--- config.mk ---
export PLATFORM = sky130hd
export DESIGN_NAME = seg7_scan_decoder
export DESIGN_NICKNAME = d
export VERILOG_FILES = /design/src/rtl/seg7_scan_decoder.sv
export SDC_FILE = /design/constraint.sdc
export NUM_CORES = 1
export LEC_CHECK = 0
export CAP_MARGIN = 10
export CELL_PAD_IN_SITES_DETAIL_PLACEMENT = 1
export CELL_PAD_IN_SITES_GLOBAL_PLACEMENT = 1
export CORE_AREA = 5 5 103 105
export CTS_BUF_LIST = sky130_fd_sc_hd__clkbuf_4 sky130_fd_sc_hd__clkbuf_8 sky130_fd_sc_hd__clkbuf_16
export DETAILED_ROUTE_END_ITERATION = 16
export DIE_AREA = 0 0 108 110
export PLACE_DENSITY_LB_ADDON = 0.15
export SETUP_SLACK_MARGIN = 0.1
export SLEW_MARGIN = 40
export SYNTH_ARGS = -nofsm -noshare
export SYNTH_HDL_FRONTEND = slang
export SYNTH_SLANG_ARGS = --single-unit
--- constraint.sdc ---
create_clock -name clk -period 6.8 [get_ports clk]
set_clock_uncertainty 0.15 [all_clocks]
set_input_delay 1.02 -clock clk [delete_from_list [all_inputs] [get_ports clk]]
set_output_delay 1.02 -clock clk [all_outputs]
set_load 0.1 [all_outputs]
--- src/rtl/seg7_scan_decoder.sv ---
// seg7_scan_decoder
// Reads a scanned, active-low 7-segment display (segment bus + anode selects).
// Each digit's pattern must stay stable before it is decoded back to hex.
// Optional feature macro: SEG7_SCAN_DP_EN (adds dp_in / dp_out decimal-point tracking).
module seg7_scan_decoder #(
    parameter int DIGITS     = 4,
    parameter int STABLE_CNT = 3
) (
    input  logic                  clk,
    input  logic                  rst_n,
    input  logic [6:0]            seg_in,
    input  logic [DIGITS-1:0]     an_in,
`ifdef SEG7_SCAN_DP_EN
    input  logic                  dp_in,
    output logic [DIGITS-1:0]     dp_out,
`endif
    input  logic                  clr,
    output logic [4*DIGITS-1:0]   value_out,
    output logic [DIGITS-1:0]     digit_valid,
    output logic                  upd_pulse,
    output logic [2:0]            upd_digit,
    output logic                  err_sticky
);

`ifdef SEG7_SCAN_DP_EN
    localparam int SW = 8;
`else
    localparam int SW = 7;
`endif
    localparam logic [3:0]        CNT_MAX = 4'(STABLE_CNT);
    localparam logic [DIGITS-1:0] AN_ONE  = DIGITS'(1);

    // Decode g..a to {legal, blank, code}
    function automatic logic [5:0] seg7_decode(input logic [6:0] p);
        logic [5:0] d;
        case (p)
            7'b1000000: d = {2'b10, 4'h0};
            7'b1111001: d = {2'b10, 4'h1};
            7'b0100100: d = {2'b10, 4'h2};
            7'b0110000: d = {2'b10, 4'h3};
            7'b0011001: d = {2'b10, 4'h4};
            7'b0010010: d = {2'b10, 4'h5};
            7'b0000010: d = {2'b10, 4'h6};
            7'b1111000: d = {2'b10, 4'h7};
            7'b0000000: d = {2'b10, 4'h8};
            7'b0010000: d = {2'b10, 4'h9};
            7'b0001000: d = {2'b10, 4'hA};
            7'b0000011: d = {2'b10, 4'hB};
            7'b1000110: d = {2'b10, 4'hC};
            7'b0100001: d = {2'b10, 4'hD};
            7'b0000110: d = {2'b10, 4'hE};
            7'b0001110: d = {2'b10, 4'hF};
            7'b1111111: d = {2'b01, 4'h0};
            default:    d = {2'b00, 4'h0};
        endcase
        return d;
    endfunction

    logic [SW-1:0]       w_raw;
    logic [SW-1:0]       r_smp_s1, r_smp_s2, r_prev_smp;
    logic [DIGITS-1:0]   r_an_s1, r_an_s2, r_prev_an;
    logic [1:0]          r_fill;
    logic [3:0]          r_cnt, w_cnt_nxt;
    logic [DIGITS-1:0]   w_low;
    logic                w_primed, w_idle, w_multi, w_sel, w_same, w_commit;
    logic [2:0]          w_idx;
    logic [5:0]          w_dec;
    logic [4*DIGITS-1:0] w_val_nxt;
    logic [DIGITS-1:0]   w_vld_nxt;
    logic                w_err_nxt;

`ifdef SEG7_SCAN_DP_EN
    logic [DIGITS-1:0]   w_dp_nxt;
    assign w_raw = {dp_in, seg_in};
`else
    assign w_raw = seg_in;
`endif

    // The synchronizer resets to zero, which would read as "all anodes on";
    // samples are ignored until real input has reached the second stage.
    assign w_primed = (r_fill == 2'd2);
    assign w_low    = ~r_an_s2;
    assign w_idle   = !w_primed || (w_low == {DIGITS{1'b0}});
    assign w_multi  = w_primed && ((w_low & (w_low - AN_ONE)) != {DIGITS{1'b0}});
    assign w_sel    = !w_idle && !w_multi;
    assign w_same   = (r_an_s2 == r_prev_an) && (r_smp_s2 == r_prev_smp);
    assign w_dec    = seg7_decode(r_smp_s2[6:0]);

    // One-hot anode vector to digit index
    always_comb begin
        w_idx = 3'd0;
        for (int k = 0; k < DIGITS; k++) begin
            w_idx = w_low[k] ? 3'(k) : w_idx;
        end
    end

    // Stability counter next value and commit detection (once per stable run)
    always_comb begin
        w_cnt_nxt = 4'd0;
        w_commit  = 1'b0;
        if (w_sel) begin
            if (w_same) begin
                w_cnt_nxt = (r_cnt >= CNT_MAX) ? CNT_MAX : (r_cnt + 4'd1);
            end else begin
                w_cnt_nxt = 4'd1;
            end
            w_commit = (w_cnt_nxt == CNT_MAX) && !(w_same && (r_cnt == CNT_MAX));
        end else begin
            w_cnt_nxt = 4'd0;
        end
    end

    // Next state of the digit registers; clr takes priority over a commit
    always_comb begin
        w_val_nxt = value_out;
        w_vld_nxt = digit_valid;
        w_err_nxt = err_sticky;
`ifdef SEG7_SCAN_DP_EN
        w_dp_nxt  = dp_out;
`endif
        if (clr) begin
            w_val_nxt = {(4*DIGITS){1'b0}};
            w_vld_nxt = {DIGITS{1'b0}};
            w_err_nxt = 1'b0;
`ifdef SEG7_SCAN_DP_EN
            w_dp_nxt  = {DIGITS{1'b0}};
`endif
        end else begin
            if (w_multi) begin
                w_err_nxt = 1'b1;
            end else begin
                w_err_nxt = err_sticky;
            end
            for (int k = 0; k < DIGITS; k++) begin
                if (w_commit && (w_idx == 3'(k))) begin
`ifdef SEG7_SCAN_DP_EN
                    w_dp_nxt[k] = ~r_smp_s2[7];
`endif
                    if (w_dec[5]) begin
                        w_val_nxt[4*k +: 4] = w_dec[3:0];
                        w_vld_nxt[k]        = 1'b1;
                    end else begin
                        w_vld_nxt[k] = 1'b0;
                        if (!w_dec[4]) begin
                            w_err_nxt = 1'b1;
                        end else begin
                            w_err_nxt = w_err_nxt;
                        end
                    end
                end else begin
                    w_vld_nxt[k] = w_vld_nxt[k];
                end
            end
        end
    end

    // Input synchronizers, previous-sample history and stability counter
    always_ff @(posedge clk or negedge rst_n) begin
        if (!rst_n) begin
            r_smp_s1   <= {SW{1'b0}};
            r_smp_s2   <= {SW{1'b0}};
            r_an_s1    <= {DIGITS{1'b0}};
            r_an_s2    <= {DIGITS{1'b0}};
            r_prev_smp <= {SW{1'b1}};
            r_prev_an  <= {DIGITS{1'b1}};
            r_fill     <= 2'd0;
            r_cnt      <= 4'd0;
        end else begin
            r_smp_s1   <= w_raw;
            r_smp_s2   <= r_smp_s1;
            r_an_s1    <= an_in;
            r_an_s2    <= r_an_s1;
            r_prev_smp <= r_smp_s2;
            r_prev_an  <= r_an_s2;
            if (r_fill != 2'd2) begin
                r_fill <= r_fill + 2'd1;
            end
            r_cnt      <= w_cnt_nxt;
        end
    end

    // Registered outputs
    always_ff @(posedge clk or negedge rst_n) begin
        if (!rst_n) begin
            value_out   <= {(4*DIGITS){1'b0}};
            digit_valid <= {DIGITS{1'b0}};
            upd_pulse   <= 1'b0;
            upd_digit   <= 3'd0;
            err_sticky  <= 1'b0;
`ifdef SEG7_SCAN_DP_EN
            dp_out      <= {DIGITS{1'b0}};
`endif
        end else begin
            value_out   <= w_val_nxt;
            digit_valid <= w_vld_nxt;
            upd_pulse   <= w_commit;
            err_sticky  <= w_err_nxt;
            if (w_commit) begin
                upd_digit <= w_idx;
            end
`ifdef SEG7_SCAN_DP_EN
            dp_out      <= w_dp_nxt;
`endif
        end
    end

endmodule

==> results.md <==
* Number of diodes at 0
* CTS Buf Count at 9
* Status: complete, no violations
* Least-Margin Pin Slew at 0.6666 ns
* Die Area at 11880 um^2
* Max VDD drop at 0.1143 mV
* FF-to-FF setup slack at 4.02 ns
* Commonest non-fill, non-tap cell in the layout: dfrtp_1
* Fmax at 359.6 MHz
* Setup repair bufs after CTS at 0
* Worst setup path category: register to register
* CTS Hold Bufs at 0
* Via/cell ratio at 4.516
* Synth Cell Area at 2858 um^2
* Post-Syn Area per Cell at 12.32 um^2
* RSZ-0062 raised after global routing: false
* Most frequent cells in the layout: 52 x dfrtp_1, 26 x buf_2, 12 x xor2_1, 12 x nand2b_1, 12 x mux2i_1
* Leakage at 1.515 nW
* CP Capture Point: value_out[0]
* CTS tree: built
* Post-route antenna net violation count at 0
* Initial drt markers at 85
* Critical Path AT at 2.88 ns
* Setup TNS at 0 ns
* R2R cell count at 6
* Htree depth at 3
* Netlist cell types at 53
* Clk sink count at 63
* Overall routing resource usage at 11.33%
* Final setup fails at 0
* Final Max Tran Viols at 0
* Vias in the first global route at 1866
* Via count at 1829
* Clock Tree Buf Depth at 2
* Crit. End Element: register
* Tmin final at 2.781 ns
* DR WL/cell at 14.98 um
* Root Driver: clkbuf_8
* Reg clk slew, reported paths at 0.07 ns
* Row count at 36
* Number of synthesized flops with an enable pin at 0
* Share of layout cells above drive strength 1 at 27.57%
* Yosys warns at 0
* Clk_lat worst skew at 0.34 ns
* Layout Nets at 283
* Post-detail-place hpwl at 3968 um
* Top FF cell, synth: dfrtp_1
* I/O Buffers at 37
* Relative max-transition margin at 55.26%
* Global-route wire length before repair at 10270 um
* Worst Hold Class: register to register
* Die Ht at 110 um
* Total core area at 9549 um^2
* Pre-CTS setup slack at 3.866 ns
* PwrDens at 238.4 nW/um^2
* I/O Pins at 39
* Final Hold Viols at 0
* Final Cycle Share at 40.90%
* Area grow syn2layout at 17.34%
* First-pass DRT Iterations at 4
* Critical R2R Capture: value_out[0]
* Residual DRC at 0
* Post-Synthesis Cells at 232
* Post-CTS Resized at 0
* Total Wirelength at 6067 um
* Max_cap viols at 0
* Largest net degree at the start of global routing at 64
* GR Overflow Total at 0
* Async SR Flop Fraction at 100.0%
* Worst R2R Start: r_smp_s2[2]
* Worst Path Max Fanout at 16
* Initial Util at 29.93%
* Gp weighted congestion at 0.7409
* Antenna violations before repair at 0
* WP data required at 6.90 ns
* Fin worst setup slack at 4.019 ns
* Worst Setup SP: r_smp_s2[2]
* Die width at 108 um
* Yosys reg bits at 63
* Startpoint type of the worst setup path: register
* Sequential fraction of the synthesis area at 55.65%
==> worst max-delay path, stage by stage (launching register included) <==
cell       delay, ns
dfrtp_1         0.60
or3_1           0.45
a2111oi_2       0.48
a311o_2         0.21
or3_1           0.30
nand4_4         0.20
a221oi_2        0.31
==> logic make-up after synthesis <==
kind of cell               synth area share, %
AOI/OAI and AO/OA                        10.77
and+or+nand+nor                          17.12
xor gates and xnor gates                 4.291
buffers and inverters                    6.217
other                                   0.1312
adders and majority gates                1.226
DFF                                      55.65
muxes                                    4.597
==> registers in the layout, summed over array words and instances, names as in the netlist <==
signal	flops
r_prev_smp	7
upd_digit	2
r_prev_an	4
r_smp_s1	7
err_sticky	1
upd_pulse	1
r_an_s2	4
r_smp_s2	7
r_fill	2
value_out	16
digit_valid	4
r_an_s1	4
r_cnt	4
==> worst min-delay path by stage <==
stage | start | slack [ns] | depth (start not counted) | to
5_1_grt | r_smp_s1[2] | 0.21 | 0 | r_smp_s2[2]
4_1_cts | r_smp_s1[6] | 0.20 | 0 | r_smp_s2[6]
2_1_floorplan | r_an_s1[0] | 0.18 | 0 | r_an_s2[0]
3_5_place_dp | r_smp_s1[6] | 0.19 | 0 | r_smp_s2[6]
3_3_place_gp | r_smp_s1[6] | 0.18 | 0 | r_smp_s2[6]
6_report | r_smp_s1[6] | 0.20 | 0 | r_smp_s2[6]
==> report_power, final <==
group	internal, W	switching, W
clock	0.000197	0.000143
sequential	0.000389	0.0000171
combinational	0.0000201	0.0000337
==> synthesized netlist by cell type, drive strengths merged, types with 2 or more instances <==
master | number | share of area (%)
nand2 | 8 | 1.1
nor2 | 9 | 1.2
clkbuf | 8 | 2.5
a2111oi | 3 | 1.8
nand3 | 5 | 1.1
nand2b | 12 | 2.6
nor3 | 11 | 2.3
inv | 9 | 1.2
mux2i | 12 | 4.2
xnor2 | 2 | 0.61
o21bai | 2 | 0.53
ha | 2 | 0.88
buf | 8 | 2.6
a221oi | 2 | 1.1
xor2 | 12 | 3.7
or3 | 2 | 0.44
a31oi | 7 | 1.5
or3b | 2 | 0.61
nand4b | 2 | 0.61
and3 | 3 | 0.74
nand4 | 4 | 1.9
dfstp | 11 | 10
dfrtp | 52 | 46
nand3b | 3 | 0.79
a211oi | 7 | 1.8
nor4 | 6 | 2.0
o21ai | 7 | 1.2
a21oi | 7 | 1.2
==> stage by stage <==
stage	power [W]	hold slack, ns	cell area, um^2	utilization [%]	std cells
finish	0.0007996	0.1989	3353	35.12	405
global route	0.0008391	0.2062	3353	35.12	405
CTS	0.0008155	0.2002	3349	35.08	405
detailed placement	0.0004677	0.1863	3141	32.89	389
global placement	0.0004672	0.1816	3261	34.15	389
floorplan	0.0004485	0.1812	2865	-	234
==> metal layers <==
metal | track usage, % | share of wire, % | vias up
met5 | 0 | 0 | -
met4 | 5.140 | 2.1 | 0
met3 | 3.320 | 5.2 | 10
met2 | 15.72 | 44 | 40
met1 | 16.23 | 48 | 886
li1 | - | - | 893
==> layout make-up <==
class / instances / area (um^2)
clock buffer: 13 / 166.4
clock inverter: 3 / 42.54
fill: 1086 / 6196
inverter: 9 / 33.78
multi-input combinational: 146 / 1102
sequential: 63 / 1590
tap: 133 / 166.4
timing repair buffer: 38 / 251.5
Power figures use the tool's default switching activity.
